[config.mk]
export PLATFORM = sky130hd
export DESIGN_NAME = gcd_subtractor_flat
export DESIGN_NICKNAME = d
export VERILOG_FILES = /design/src/rtl/gcd_subtractor_if.sv /design/src/rtl/gcd_subtractor.sv /design/src/flat_wrapper.sv
export SDC_FILE = /design/constraint.sdc
export NUM_CORES = 1
export LEC_CHECK = 0
export ABC_AREA = 1
export CAP_MARGIN = 20
export CORE_ASPECT_RATIO = 0.7
export CORE_MARGIN = 2
export CORE_UTILIZATION = 48
export DETAILED_ROUTE_END_ITERATION = 8
export PLACE_DENSITY_LB_ADDON = 0.3
export SLEW_MARGIN = 10
export SYNTH_ARGS = -nofsm -noshare
export SYNTH_HDL_FRONTEND = slang
export SYNTH_SLANG_ARGS = --single-unit
[constraint.sdc]
create_clock -name clk -period 0.8 [get_ports clk]
set_input_delay 0.16 -clock clk [delete_from_list [all_inputs] [get_ports clk]]
set_output_delay 0.16 -clock clk [all_outputs]
set_load 0.05 [all_outputs]
[src/rtl/gcd_subtractor_if.sv]
// Operand/result bundle between the GCD controller and its subtractor step.
// The master side presents operand pairs; the slave side returns both
// differences, the compare flags and a valid qualifier.
interface gcd_subtractor_if #(
  parameter int WIDTH = 8
);
  logic             valid_i;
  logic [WIDTH-1:0] a_i;
  logic [WIDTH-1:0] b_i;
  logic [WIDTH-1:0] a_sub;
  logic [WIDTH-1:0] b_sub;
  logic             a_lt_b;
  logic             a_eq_b;
  logic             valid_o;

  // Controller side: drives operands, consumes results.
  modport master (
    output valid_i, a_i, b_i,
    input  a_sub, b_sub, a_lt_b, a_eq_b, valid_o
  );

  // Subtractor side: consumes operands, drives results.
  modport slave (
    input  valid_i, a_i, b_i,
    output a_sub, b_sub, a_lt_b, a_eq_b, valid_o
  );
endinterface

[src/rtl/gcd_subtractor.sv]
// Dual-direction subtractor for the GCD datapath. Every accepted operand pair
// produces a-b, b-a (both modulo 2^WIDTH) plus less-than and equal flags,
// registered with one cycle of latency. Results hold while no pair is valid.
module gcd_subtractor #(
  parameter int WIDTH = 8
) (
  input  logic               clk,
  input  logic               rst_n,
  gcd_subtractor_if.slave    bus
);

  logic [WIDTH:0]   diff_ab_d;
  logic [WIDTH-1:0] a_sub_d;
  logic [WIDTH-1:0] b_sub_d;
  logic             a_lt_b_d;
  logic             a_eq_b_d;

  logic [WIDTH-1:0] a_sub_q;
  logic [WIDTH-1:0] b_sub_q;
  logic             a_lt_b_q;
  logic             a_eq_b_q;
  logic             valid_q;

  // Combinational differences; the extra MSB of a-b is the borrow, i.e. a<b.
  always_comb begin
    diff_ab_d = {1'b0, bus.a_i} - {1'b0, bus.b_i};
    a_sub_d   = diff_ab_d[WIDTH-1:0];
    b_sub_d   = bus.b_i - bus.a_i;
    a_lt_b_d  = diff_ab_d[WIDTH];
    a_eq_b_d  = (bus.a_i == bus.b_i);
  end

  // Result registers: load only on a valid pair so idle-cycle inputs (even X)
  // never reach the outputs; valid tracks valid_i every cycle.
  always_ff @(posedge clk or negedge rst_n) begin
    if (!rst_n) begin
      a_sub_q  <= '0;
      b_sub_q  <= '0;
      a_lt_b_q <= 1'b0;
      a_eq_b_q <= 1'b0;
      valid_q  <= 1'b0;
    end else begin
      valid_q <= bus.valid_i;
      if (bus.valid_i) begin
        a_sub_q  <= a_sub_d;
        b_sub_q  <= b_sub_d;
        a_lt_b_q <= a_lt_b_d;
        a_eq_b_q <= a_eq_b_d;
      end
    end
  end

  assign bus.a_sub   = a_sub_q;
  assign bus.b_sub   = b_sub_q;
  assign bus.a_lt_b  = a_lt_b_q;
  assign bus.a_eq_b  = a_eq_b_q;
  assign bus.valid_o = valid_q;

endmodule

[src/flat_wrapper.sv]
// flat-port wrapper written by rule: the top's interface ports become plain ports
module gcd_subtractor_flat 
#(
  parameter int WIDTH = 8
)
  (clk, rst_n, bus_valid_i, bus_a_i, bus_b_i, bus_a_sub, bus_b_sub, bus_a_lt_b, bus_a_eq_b, bus_valid_o);
  gcd_subtractor_if #(.WIDTH(WIDTH)) bus_i ();
  input  logic clk;
  input  logic rst_n;
  input wire logic [$bits(bus_i.valid_i)-1:0] bus_valid_i;
  input wire logic [$bits(bus_i.a_i)-1:0] bus_a_i;
  input wire logic [$bits(bus_i.b_i)-1:0] bus_b_i;
  output wire logic [$bits(bus_i.a_sub)-1:0] bus_a_sub;
  output wire logic [$bits(bus_i.b_sub)-1:0] bus_b_sub;
  output wire logic [$bits(bus_i.a_lt_b)-1:0] bus_a_lt_b;
  output wire logic [$bits(bus_i.a_eq_b)-1:0] bus_a_eq_b;
  output wire logic [$bits(bus_i.valid_o)-1:0] bus_valid_o;
  assign bus_i.valid_i = bus_valid_i;
  assign bus_i.a_i = bus_a_i;
  assign bus_i.b_i = bus_b_i;
  assign bus_a_sub = bus_i.a_sub;
  assign bus_b_sub = bus_i.b_sub;
  assign bus_a_lt_b = bus_i.a_lt_b;
  assign bus_a_eq_b = bus_i.a_eq_b;
  assign bus_valid_o = bus_i.valid_o;
  gcd_subtractor #(.WIDTH(WIDTH)) u_core (.clk(clk), .rst_n(rst_n), .bus(bus_i));
endmodule
==> results.txt, run 1 <==
----------------------------------------------------
[Synthesis]
  Most frequently used cell type in the post-synthesis netlist ... sky130_fd_sc_hd__nand2_1
  Number of enable-type register cells in the synthesized netlist ... 0
  Average size of a mapped cell ... 7.250 um2
  Fraction of post-synthesis cell area in the top cell type by area ... 0.3270
  Number of flip-flops and latches in the synthesized netlist ... 18
  Synthesized instance count ... 190
  Largest cells by area after synthesis ... sky130_fd_sc_hd__dfrtp_1 33%, sky130_fd_sc_hd__nand2_1 18%, sky130_fd_sc_hd__ha_1 14%, sky130_fd_sc_hd__inv_1 9.3%, sky130_fd_sc_hd__nand3_1 7.3%
  Post-synth cell types ... 23
  Sequential area share after synthesis ... 0.3270
  Syn Nets ... 226
  Post-synth ARST share ... 1.000
  Yosys top cell by area ... sky130_fd_sc_hd__dfrtp_1
  Number of warning messages in the yosys log ... 0
  Netlist area before placement ... 1378 um2
  Top_reg_cell synth ... sky130_fd_sc_hd__dfrtp_1
  Cell types with the highest counts after synthesis ... 65 x sky130_fd_sc_hd__nand2_1, 34 x sky130_fd_sc_hd__inv_1, 20 x sky130_fd_sc_hd__nand3_1, 18 x sky130_fd_sc_hd__dfrtp_1, 15 x sky130_fd_sc_hd__ha_1

[Floorplan]
  I/O pin cnt ... 38
  Die outline height ... 48.82 um
  Number of core rows ... 16
  Initial Util ... 0.4986
  Die width ... 68.03 um

[Clocking]
  Number of hold buffers added after CTS ... 0
  CTS Buf Count ... 3
  H-tree levels ... 1
  Number of clock sinks ... 18
  Maximum count of clock buffers along a single path ... 2
  Clk Tree Root Cell ... sky130_fd_sc_hd__clkbuf_8

[Placement]
  Last weighted congestion value of the routability-driven placer ... 0.8723
  HPWL Detailed ... 2778 um
  Number of buffers added on ports ... 37

[STA]
  Type of the worst endpoint after the last repair ... register data pin
  Crit. endpoint post-GRT repair ... u_core.bus.b_sub[6]$_DFFE_PN0P_/D

[Run status]
  First error ... [ERROR DPL-0038] Utilization greater than 100%, impossible to legalize
  Status ... did not finish
  Halt Stage ... global routing (5_1_grt)

[Global routing]
  Largest net degree at the start of global routing ... 20

----------------------------------------------------
## kinds of logic after synthesis
family | count (synthesis) | synth area share
compound gates | 16 | 0.07629
fa+ha+maj | 17 | 0.1653
simple gates | 97 | 0.2970
xor+xnor | 1 | 0.006359
buf+inv | 41 | 0.1281
flops | 18 | 0.3270
## metrics by stage
step                        util  std cells  hold WS [ps]  setup slack (ps)  instance area [um2]
after floorplan                -        190        -135.6            -425.5                 1473
after global placement    0.7921        277         524.6             -1212                 2188
after detailed placement  0.7921        277         512.3             -1269                 2188
after CTS                 0.9194        294         249.5            -394.7                 2540
## what timing repair did
item                       4_1_cts
setup endpoints to repair       36
setup buffers                   14
gates resized for setup        132
pin swaps                       39
==> inputs of run 2 (changes only) <==
CORE_AREA = 2 2 63 65   (was unset)
CORE_ASPECT_RATIO = unset   (was 0.7)
CORE_MARGIN = unset   (was 2)
CORE_UTILIZATION = unset   (was 48)
DIE_AREA = 0 0 65 67   (was unset)
PLACE_DENSITY_LB_ADDON = 0.15   (was 0.3)
==> results.txt, run 2 <==
----------------------------------------------------
[Clocking]
  Insertion delay of the later-clocked pin in the worst-skew pair ... 250 ps
  CTS Buf Count ... 3
  Number of hold buffers added after CTS ... 0
  Maximum count of clock buffers along a single path ... 2
  Number of clock sinks ... 18
  Clock-pin slew reported for the worst setup and hold paths after clock tree synthesis ... 60 ps
  H-tree levels ... 1
  Clk Tree Root Cell ... sky130_fd_sc_hd__clkbuf_8
  CTS tree ... done

[STA]
  Max-slew headroom ... 0.8137
  Finish-stage setup viols ... 35
  Final period demand of the worst path ... 1184 ps
  Total Neg Setup Slack ... -7448 ps
  Final Hold Violating Endpoints ... 0
  Pin slew with the least headroom to its limit ... 279.4 ps
  Fin. max-slew vios ... 0
  Max Fclk ... 844.5 MHz
  Final clock period utilization by the worst path ... 1.480
  Worst Hold Margin ... 249.2 ps
  Final setup margin ... -384.1 ps
  RSZ-0062 raised after global routing ... yes
  Clk_skew ... 0 ps

[Finish]
  Core occupancy in the finished layout ... 0.7280
  Most used cells in the layout excluding fill and tap cells ... 46 x sky130_fd_sc_hd__nand2_1, 32 x sky130_fd_sc_hd__buf_4, 21 x sky130_fd_sc_hd__buf_12, 19 x sky130_fd_sc_hd__inv_1, 18 x sky130_fd_sc_hd__nand2_2
  Area occupied by multi-input gates ... 1015 um2
  Largest register FFs ... 8
  Commonest non-fill, non-tap cell in the layout ... sky130_fd_sc_hd__nand2_1
  Fraction of layout instances using a drive strength above 1 ... 0.5472
  Final-stage net count ... 302
  Area grow syn2layout ... 90.55%
  Area taken by flip-flops and latches ... 451.7 um2
  Total of fill cells in the finished design ... 258
  Diodes inserted ... 0

[Detailed routing]
  Post-route DRC ... 0
  Per-cell via count in the routed design ... 4.709
  Avg WL per Cell ... 11.81 um
  Met2 layer wire length in the routed design ... 1806 um
  Remaining antenna violation count ... 0
  Via count ... 1474
  Total routed wirelength ... 3698 um
  Post-route met1 wirelength ... 1650 um
  Routed length on met3 ... 154 um
  Detailed router's first-iteration violation count ... 56
  Count of TritonRoute iterations in the first routing pass ... 4
  Highest signal layer in the routed design ... met4

[Synthesis]
  Syn Nets ... 226
  Number of flip-flops and latches in the synthesized netlist ... 18
  Yosys top cell by area ... sky130_fd_sc_hd__dfrtp_1
  Simple-gate share of the synthesized area ... 0.2970
  Top_reg_cell synth ... sky130_fd_sc_hd__dfrtp_1
  Cell types with the highest counts after synthesis ... 65 x sky130_fd_sc_hd__nand2_1, 34 x sky130_fd_sc_hd__inv_1, 20 x sky130_fd_sc_hd__nand3_1, 18 x sky130_fd_sc_hd__dfrtp_1, 15 x sky130_fd_sc_hd__ha_1
  Sequential area share after synthesis ... 0.3270
  Largest cells by area after synthesis ... sky130_fd_sc_hd__dfrtp_1 33%, sky130_fd_sc_hd__nand2_1 18%, sky130_fd_sc_hd__ha_1 14%, sky130_fd_sc_hd__inv_1 9.3%, sky130_fd_sc_hd__nand3_1 7.3%
  Dominant combinational cell family by area after synthesis ... simple AND/OR/NAND/NOR gates
  Fraction of post-synthesis cell area in the top cell type by area ... 0.3270
  Number of enable-type register cells in the synthesized netlist ... 0
  Netlist area before placement ... 1378 um2
  Compound-cell area share of the yosys netlist ... 0.07629
  Most frequently used cell type in the post-synthesis netlist ... sky130_fd_sc_hd__nand2_1
  Number of warning messages in the yosys log ... 0
  Average size of a mapped cell ... 7.250 um2
  Post-synthesis share of cell area spent on xor and xnor gates ... 0.006358
  Arithmetic-cell share of the synthesized area counting full adders, half adders and majority gates ... 0.1653
  Post-synth cell types ... 23
  Synthesized instance count ... 190
  Post-synth ARST share ... 1.000
  Mux contribution to synthesized area ... 0

[Critical path]
  Critical Path AT ... 1330 ps
  Buffering stage count on the worst path with inverters included ... 3
  Reg-to-Reg End ... u_core.bus.b_sub[2]
  Length in cells of the worst reg-to-reg path ... 4
  Delay of the slowest cell on the worst path ... 360 ps
  Slowest CP cell ... sky130_fd_sc_hd__fa_2
  Crit path max-delay family ... adder cells
  Critical Path Start Type ... input port
  Cell breakdown of the critical path ... buf_12 -> inv_8 -> ha_4 -> fa_2 -> inv_2 -> nand2_2 -> nand2_2 -> nand3_2 -> nand2_2 -> nand2_1 -> nand3_2 -> nand2_1
  Reg2reg setup slack ... -110 ps
  Most common cell type on the critical path ... sky130_fd_sc_hd__nand2_2
  Critical Path Sink Type ... flop
  Worst Path Required ... 940 ps
  Critical register-to-register path startpoint ... u_core.bus.b_sub[2]
  Highest fanout seen on the critical path ... 2
  Crit path kind ... in2reg

[Global routing]
  Largest net degree at the start of global routing ... 20
  Vias in the first global route ... 1435
  GRT overflow ... 0
  First-pass GRT wire length ... 6244 um
  Total GRT Usage ... 0.1846
  Initial antenna violation count ... 0

[Floorplan]
  Number of core rows ... 22
  Area of the die ... 4355 um2
  Die outline height ... 67 um
  Initial Util ... 0.3820
  Std-Cell Core Area ... 3606 um2
  Die width ... 65 um
  I/O pin cnt ... 38

[Power and ir drop]
  Worst IR drop on VDD ... 0.0008043 V
  Leakage power of the design ... 1.305 nW
  Power density normalized to cell area ... 1620 nW/um2

[Run]
  Max-cap check violation count ... 0

[Placement]
  Number of buffers added on ports ... 37
  Last weighted congestion value of the routability-driven placer ... 0.8702
  HPWL Detailed ... 2637 um

[Run status]
  Violated checks ... negative setup slack
  Status ... finished, violations left

[Hold path]
  Type of the worst min-delay path ... in2async

----------------------------------------------------
[run 2: kinds of logic after synthesis]
logic type	count (synthesis)
AND/OR/NAND/NOR	97
flip-flops	18
buffers and inverters	41
XOR/XNOR	1
AO/OA/AOI/OAI	16
adder cells (fa/ha/maj)	17
[run 2: worst max path at each step]
stage | startpoint | to | slack (ps) | cells after the start
finish | bus_a_i[0] | u_core.bus.a_sub[6] | -380 | 12
global route | bus_b_i[0] | u_core.bus.b_sub[6] | -450 | 12
floorplan | bus_b_i[0] | u_core.bus.b_sub[6] | -430 | 11
CTS | bus_a_i[0] | u_core.bus.a_lt_b | -380 | 12
detailed placement | bus_a_i[0] | u_core.bus.a_sub[6] | -1230 | 12
global placement | bus_a_i[0] | u_core.bus.a_lt_b | -1210 | 12
[run 2: layout make-up]
class,count,area share
Multi-Input combinational cell,131,0.3866
Timing Repair Buffer,77,0.3408
Sequential cell,18,0.1721
Inverter,35,0.05672
Tap cell,48,0.02288
Clock buffer,4,0.02097
[run 2: repair_timing]
action,CTS,global route
resized for setup,104,19
endpoints found under the hold margin,0,0
pin swaps,27,16
buffers inserted,6,11
setup endpoints to repair,36,35
[run 2: worst register-to-register path: cells and delay by family, from the launching register on]
kind	cells	cell delay (ps)
buf+inv	2	270
flops	1	410
simple gates	2	120
[run 2: metal layers]
| layer | vias up | track usage |
|---|---|---|
| met2 | 42 | 0.3196 |
| met3 | 9 | 0.01014 |
| li1 | 739 | - |
| met1 | 684 | 0.2362 |
| met4 | 0 | 0.08511 |
| met5 | - | 0 |
[run 2: report_power, final]
group	internal [W]	switching [W]	leakage (nW)
clock network	0.000437	0.000281	0.0288
registers	0.00104	0.000145	0.216
logic	0.00117	0.00118	1.06
[run 2: per-stage QoR]
stage / cells / instance area, um2 / worst slack [ps] / power, W
2_1_floorplan: 190 / 1473 / -425.5 / 0.002212
3_3_place_gp: 292 / 2226 / -1205 / 0.003187
3_5_place_dp: 292 / 2226 / -1233 / 0.003216
4_1_cts: 302 / 2471 / -384.2 / 0.004090
5_1_grt: 313 / 2625 / -454.2 / 0.004478
6_report: 313 / 2625 / -384.1 / 0.004252
Note: power is estimated with default switching activity, not from simulation.
